### config.mk
export PLATFORM = sky130hd
export DESIGN_NAME = axilite_bk_regbank
export DESIGN_NICKNAME = d
export VERILOG_FILES = /design/src/rtl/axilite_bk_regbank.sv
export SDC_FILE = /design/constraint.sdc
export NUM_CORES = 2
export LEC_CHECK = 0
export BUFFER_PORTS_ARGS = -buffer_cell sky130_fd_sc_hd__buf_4
export CORE_AREA = 4 4 450 452
export CTS_BUF_LIST = sky130_fd_sc_hd__clkbuf_8
export CTS_CLUSTER_DIAMETER = 80
export DETAILED_ROUTE_END_ITERATION = 6
export DIE_AREA = 0 0 454 456
export GPL_ROUTABILITY_DRIVEN = 0
export PLACE_DENSITY = 0.36
export SYNTH_ARGS = -nofsm -noshare
export SYNTH_HDL_FRONTEND = slang
export SYNTH_SLANG_ARGS = --single-unit
### constraint.sdc
create_clock -name axi_aclk -period 49.2 [get_ports axi_aclk]
set_input_delay 9.84 -clock axi_aclk [delete_from_list [all_inputs] [get_ports axi_aclk]]
set_output_delay 9.84 -clock axi_aclk [all_outputs]
set_load 0.05 [all_outputs]
### src/rtl/axilite_bk_regbank.sv
// Backend register bank for an AXI-Lite slave: byte-strobed writes, fixed-latency reads, sticky error flags.
// Optional macro AXILITE_BK_RO_MASK_EN adds RO_MASK to make selected registers backend read-only.
module axilite_bk_regbank #(
    parameter int          NUM_REGS   = 16,
    parameter logic [14:0] BASE_ADDR  = 15'h0000,
    parameter int          RD_LATENCY = 2
`ifdef AXILITE_BK_RO_MASK_EN
    ,
    parameter logic [NUM_REGS-1:0] RO_MASK = '0
`endif
) (
    input  logic                     axi_aclk,
    input  logic                     axi_areset,
    input  logic                     bk_wstart,
    input  logic [14:0]              bk_waddr,
    input  logic [31:0]              bk_wdata,
    input  logic [3:0]               bk_wstrb,
    input  logic                     bk_rstart,
    input  logic [14:0]              bk_raddr,
    output logic [31:0]              bk_rdata,
    output logic                     bk_rdone,
    output logic [NUM_REGS*32-1:0]   reg_q,
    output logic [NUM_REGS-1:0]      wr_pulse,
    input  logic [NUM_REGS-1:0]      hw_we,
    input  logic [NUM_REGS*32-1:0]   hw_wdata,
    output logic                     err_addr,
    output logic                     err_busy,
    input  logic                     err_clr
);

    typedef enum logic [1:0] {
        RD_IDLE,
        RD_WAIT,
        RD_DONE
    } rd_state_e;

    localparam logic [12:0] NUM_REGS_W  = 13'(NUM_REGS);
    localparam logic [2:0]  CNT_INIT    = 3'(RD_LATENCY - 1);
    localparam rd_state_e   FIRST_STATE = (RD_LATENCY == 1) ? RD_DONE : RD_WAIT;

    logic [NUM_REGS*32-1:0] reg_d;
    logic [NUM_REGS-1:0]    wr_pulse_q, wr_pulse_d;
    rd_state_e              rd_state_q, rd_state_d;
    logic [2:0]             cnt_q, cnt_d;
    logic [31:0]            snap_q, snap_d;
    logic                   err_addr_q, err_addr_d;
    logic                   err_busy_q, err_busy_d;

    logic [14:0] w_off, r_off;
    logic [12:0] w_idx, r_idx;
    logic        w_in_range, r_in_range;
    logic        w_ro, w_ok, w_err;
    logic        r_err, r_busy;
    logic [31:0] r_data;

    // Subtraction wraps, so addresses below BASE_ADDR land far out of range.
    assign w_off      = bk_waddr - BASE_ADDR;
    assign r_off      = bk_raddr - BASE_ADDR;
    assign w_idx      = w_off[14:2];
    assign r_idx      = r_off[14:2];
    assign w_in_range = (w_off[1:0] == 2'b00) && (w_idx < NUM_REGS_W);
    assign r_in_range = (r_off[1:0] == 2'b00) && (r_idx < NUM_REGS_W);

`ifdef AXILITE_BK_RO_MASK_EN
    always_comb begin
        w_ro = 1'b0;
        for (int n = 0; n < NUM_REGS; n++) begin
            if (w_idx == 13'(n)) w_ro = RO_MASK[n];
        end
    end
`else
    assign w_ro = 1'b0;
`endif

    assign w_ok  = bk_wstart && w_in_range && !w_ro;
    assign w_err = bk_wstart && !w_ok;

    // NOTE: every variable written here gets a default first, otherwise a latch is inferred.
    always_comb begin
        reg_d      = reg_q;
        wr_pulse_d = '0;
        for (int n = 0; n < NUM_REGS; n++) begin
            if (hw_we[n]) reg_d[32*n +: 32] = hw_wdata[32*n +: 32];
            // Backend strobed bytes override the hardware value on a collision.
            if (w_ok && (w_idx == 13'(n))) begin
                wr_pulse_d[n] = 1'b1;
                for (int b = 0; b < 4; b++) begin
                    if (bk_wstrb[b]) reg_d[32*n + 8*b +: 8] = bk_wdata[8*b +: 8];
                end
            end
        end
    end

    always_comb begin
        r_data = '0;
        for (int n = 0; n < NUM_REGS; n++) begin
            if (r_in_range && (r_idx == 13'(n))) r_data = reg_q[32*n +: 32];
        end
    end

    always_comb begin
        rd_state_d = rd_state_q;
        cnt_d      = cnt_q;
        snap_d     = snap_q;
        r_err      = 1'b0;
        r_busy     = 1'b0;
        case (rd_state_q)
            RD_IDLE: begin
                if (bk_rstart) begin
                    snap_d     = r_data;
                    r_err      = !r_in_range;
                    cnt_d      = CNT_INIT;
                    rd_state_d = FIRST_STATE;
                end
            end
            RD_WAIT: begin
                r_busy = bk_rstart;
                cnt_d  = cnt_q - 3'd1;
                if (cnt_q == 3'd1) rd_state_d = RD_DONE;
            end
            RD_DONE: begin
                r_busy     = bk_rstart;
                rd_state_d = RD_IDLE;
            end
            default: rd_state_d = RD_IDLE;
        endcase
    end

    // A new error in the same cycle as err_clr wins over the clear.
    always_comb begin
        err_addr_d = err_addr_q & ~err_clr;
        err_busy_d = err_busy_q & ~err_clr;
        if (w_err || r_err) err_addr_d = 1'b1;
        if (r_busy)         err_busy_d = 1'b1;
    end

    // NOTE: the register array is reset here on purpose; the bank must read back 0 after reset.
    always_ff @(posedge axi_aclk or posedge axi_areset) begin
        if (axi_areset) begin
            reg_q      <= '0;
            wr_pulse_q <= '0;
            rd_state_q <= RD_IDLE;
            cnt_q      <= '0;
            snap_q     <= '0;
            err_addr_q <= 1'b0;
            err_busy_q <= 1'b0;
        end else begin
            reg_q      <= reg_d;
            wr_pulse_q <= wr_pulse_d;
            rd_state_q <= rd_state_d;
            cnt_q      <= cnt_d;
            snap_q     <= snap_d;
            err_addr_q <= err_addr_d;
            err_busy_q <= err_busy_d;
        end
    end

    assign bk_rdone = (rd_state_q == RD_DONE);
    assign bk_rdata = bk_rdone ? snap_q : '0;
    assign wr_pulse = wr_pulse_q;
    assign err_addr = err_addr_q;
    assign err_busy = err_busy_q;

endmodule
# --- Word level (Yosys, flattened, before mapping) ---
# Cells that the tools add are included.
totals:
  register_bits: 567
  input_bits: 599
  out_inout_bits: 563
  elab_cells: 236
classes:
  addsub: 1
  n_lt_le_gt_ge: 2
  eq_ne: 35
  mux: 139
  n_bitwise: 3
  reduce_logical: 49
ops:
  columns: ["op", "n"]
  rows:
  - ["$mux W32", 49]
  - ["$mux W8", 64]
  - ["$eq A13 B4 Y1 const B", 16]
  - ["$eq A13 B3 Y1 const B", 8]
  - ["$eq A13 B2 Y1 const B", 4]
  - ["$logic_and A1 B1 Y1", 36]
  - ["$eq A13 B1 Y1 const B", 2]
  - ["$logic_not A13 Y1", 2]
  - ["$lt A13 B5 Y1 const B", 2]
  - ["$mux W1", 21]
  - ["$logic_not A2 Y1", 3]
  - ["$pmux W3 S2", 1]
  - ["$reduce_and A2 Y1", 3]
  - ["$mux W2", 2]
  - ["$ne A2 B2 Y1 const B", 2]
  - ["$pmux W2 S2", 1]
  - ["$eq A3 B1 Y1 const B", 1]
  - ["$mux W3", 1]
  - ["$sub A3 B1 Y3 const B", 1]
  - ["$and A1 B1 Y1", 2]
  - ["$eq A2 B1 Y1 const B", 1]
  - ["$eq A2 B2 Y1 const B", 1]
  - ["$logic_not A1 Y1", 2]
  - ["$reduce_bool A2 Y1", 1]
  - ["other kinds (3)", 3]

# --- Logic depth before layout (Yosys ltp) ---
depth:
  depth_word: 19
  ltp_mapped: 11
  ltp_nobuf: 8

# --- Worst setup path before layout ---
# No wires, ideal clock.
synth_path:
  kind: "input-to-reg"
  from: "in bk_raddr[1]"
  to: "reg snap_q[24]"
  setup_time_ns: 0.073
  arrival_ns: 11.991
  t_required_ns: 49.127
  slack_ns: 37.136
  cell_stages: 8
  n_path_buf: 1
  path_cell_list: "or4_1 -> buf_6 -> nor4_4 -> o21ai_1 -> a221o_1 -> a221o_1 -> a22oi_1 -> a2bb2oi_2"
synth_between:
  elab_chain_len: 19
  word_cells_on_any_way: 34
  classes_between: "mux: 16; reduce/logical: 18"
synth_rtl:
  columns: ["element", "line_no", "source"]
  rows:
  - ["start, declared", "19", "input logic [14:0] bk_raddr,"]
  - ["$logic_not A2 Y1 (*)", "62", "assign r_in_range = (r_off[1:0] == 2'b00) && (r_idx < NUM_REGS_W);"]
  - ["$logic_and A1 B1 Y1 (*)", "62", null]
  - ["$logic_and A1 B1 Y1", "97", "if (r_in_range && (r_idx == 13'(n))) r_data = reg_q[32*n +: 32];"]
  - ["$mux W32 (15 in a row)", "97", null]
  - ["$mux W32 (*)", "97", null]
  - ["end signal, assigned", "152", "snap_q <= snap_d;"]
  - ["end, declared", "45", "logic [31:0] snap_q, snap_d;"]
# Every way passes the cells marked *; elsewhere a longest branch is shown, timed or not.
# A chain may end at the register's enable or synchronous reset.

# --- Final worst setup path ---
layout_path:
  from: "in bk_raddr[1]"
  to: "reg snap_q[9]"
# Same word-level chain as after synthesis.

==> impl_metrics.tcl <==
set metrics [dict create \
    syn_inst 3311 \
    synth_common_cells "567 x dfrtp_1, 551 x mux2i_1, 493 x nor2_1" \
    clock_tree.root_cell "clkbuf_8" \
    hold_path.class "flip-flop to flip-flop" \
    area_growth_pct 44.9 \
    ctsResizeCount 0 \
    die_y_um 456 \
    worst-r2r-cell-count 8 \
    setup_violations 0 \
    die-area_um2 207000 \
    synth_seq_cells 567 \
    rr_startpoint "rd_state_q[1]" \
    design.core.area_um2 199000 \
    ios 1162 \
    wl_um 276000 \
    synth_area_um2 31000 \
    yosysMostFrequentCell "dfrtp_1" \
    required_ns 49.94 \
    synth_area_per_cell_um2 9.35 \
    p_leak_nw 20.6 \
    crit_type "primary input to flip-flop" \
    postRouteAntennaNets 0 \
    grt.total_usage_pct 25.7 \
    crit_path_max_fanout 21 \
    synth_top_area_cell "dfrtp_1" \
    cts_tree "yes" \
    drtIter0Drc 3593 \
    start_util_pct 15.6 \
    start_kind "primary input" \
    drt-pass1-iter-count 6 \
    p_clk_share_pct 33.1 \
    async_flop_share_pct 100 \
    layout_min_cycle_time_ns 13.16 \
    p_comb_share_pct 29.9 \
    hold_violations 0 \
    slew-limit-headroom_pct 13.7 \
    fin_nets 4955 \
    p_sw_share_pct 42.5 \
    seq_area_frac_synth_pct 45.8 \
    die_x_um 454 \
    syn_nets 3915 \
    synth_cell_types 66 \
    antenna_found_initial 63 \
    post_cts_buffers 0 \
    synth_top_area_share_pct 45.8 \
    hold_path_end "cnt_q[1]" \
    ctsHoldBuffers 0 \
    final_cell_area_um2 44900 \
    hold_ws_ns 0.474 \
    p_per_area_nw_per_um2 37.0 \
    portBuffers 1161 \
    wl_per_cell_um 38.7 \
    slew_violations 0 \
    rsz0062_at_grt "false" \
    clkTransAtPathRegs_ns 0.05 \
    viasPerCell 4.60 \
    synthFlopType "dfrtp_1" \
    grt_pass1_wl_um 351000 \
    drcViolationCount 0 \
    clock_skew_ns 0.0314 \
    fin_ws_ns 36.04 \
    clock_latency_ns 0.91 \
    yosysWarnings 0 \
    post-place-ws_ns 35.16 \
    reg2reg_to "snap_q[12]" \
    peakVddDrop_mv 0.0261 \
    fmax_ghz 0.0760 \
    p_int_uw 954 \
    fin_util_pct 22.6 \
    hpwl_um 218000 \
    end_kind "flip-flop" \
    cap_viol_max_count 0 \
    vias 32800 \
    max_slew.worst_pin.slew_ns 1.29 \
    final.period_utilization_pct 26.8 \
    clockBufferDepth 3 \
    worstPathArrival_ns 13.91 \
    rows 164 \
    synth-edff-count 0 \
    htreeDepth 4 \
    hold_depth 2 \
    yosys-top-cells-area "dfrtp_1 46%, mux2i_1 18%, a21oi_1 7.5%" \
    min_from "cnt_q[1]" \
    drive_above_1_share_pct 33.6 \
    placed_area_um2 42300 \
    overflow 0 \
    cts_buffers 130 \
    seq_power_share_pct 37.0 \
    p_switching_uw 704 \
    clock-sinks 567 \
    regToRegSetupSlack_ns 46.28 \
    grt_max_degree 96 \
    grt_pass1_vias 32700 \
    tns_ns 0 \
    status "finished, final reports clean" \
]
routing by layer:
metal,track usage [%],vias to the layer above,routed length [µm]
li1,-,13900,-
met1,32.2,16800,113000
met2,42.2,1755,133000
met3,7.00,304,21200
met4,9.08,8,8720
met5,0,-,52
sequential cells by signal, summed over array words and instances, names as in the netlist:
name,count
err_addr,1
err_busy,1
wr_pulse,16
reg_q,512
rd_state_q,2
snap_q,32
cnt_q,3
critical path, stage by stage:
cell     delay, ns
buf_4         0.11
or4_1         0.88
nor4_4        0.59
buf_4         0.43
nand2_1       0.73
o22ai_1       0.37
nor2_1        0.07
a21oi_1       0.63
o21ai_0       0.20
layout make-up:
class / count / area, µm²
Antenna cell: 39 / 97.6
Clock buffer: 149 / 2050
Clock inverter: 74 / 407
Fill cell: 21900 / 154000
Inverter: 13 / 56.3
Multi-Input combinational cell: 2422 / 15600
Sequential cell: 567 / 14200
Tap cell: 2656 / 3320
Timing Repair Buffer: 1217 / 9150
per-stage QoR:
stage	cells	power [mW]
after floorplan	3311	0.843
after global placement	6875	1.12
after detailed placement	6875	1.12
after CTS	7098	1.68
after global routing	7124	1.72
final	7137	1.66
worst max-delay path by stage:
| stage | startpoint | to | depth (start not counted) |
|---|---|---|---|
| after global routing | bk_raddr[1] | snap_q[9] | 9 |
| final | bk_raddr[1] | snap_q[9] | 9 |
| after global placement | bk_raddr[3] | snap_q[10] | 9 |
| after floorplan | axi_areset | cnt_q[0] | 1 |
| after detailed placement | bk_raddr[3] | snap_q[10] | 9 |
| after CTS | bk_raddr[3] | snap_q[10] | 9 |
power groups by stage:
stage	Sequential (mW)	Clock [mW]	Combinational (mW)
floorplan	0.710	0	0.133
global placement	0.621	0	0.496
detailed placement	0.619	0	0.497
CTS	0.612	0.567	0.498
global route	0.615	0.587	0.517
finish	0.613	0.549	0.496
layout by cell type (no fill, tap or decap), drive strengths merged, types with 15 or more instances in the layout:
cell       n
dfrtp    567
o21ai    233
nor2     495
mux2i    551
and2      57
a221oi    15
clkbuf   150
nor3      15
nand3     70
a21oi    467
nor4      16
inv       62
mux2      17
diode     39
mux4      27
buf     1216
a22oi     31
o22ai     30
nand2    219
logic make-up (layout without fill, tap and decap cells):
| logic type | count (synthesis) | in the layout | share of synthesized area [%] |
|---|---|---|---|
| AND/OR/NAND/NOR | 930 | 930 | 13.2 |
| buffers and inverters | 322 | 1453 | 4.21 |
| adder cells (fa/ha/maj) | 5 | 5 | 0.202 |
| multiplexers | 595 | 595 | 20.4 |
| XOR/XNOR | 1 | 1 | 0.0283 |
| other | 0 | 39 | 0 |
| AO/OA/AOI/OAI | 891 | 891 | 16.2 |
| flip-flops | 567 | 567 | 45.8 |
No activity file was read; power rests on OpenSTA's default activity.
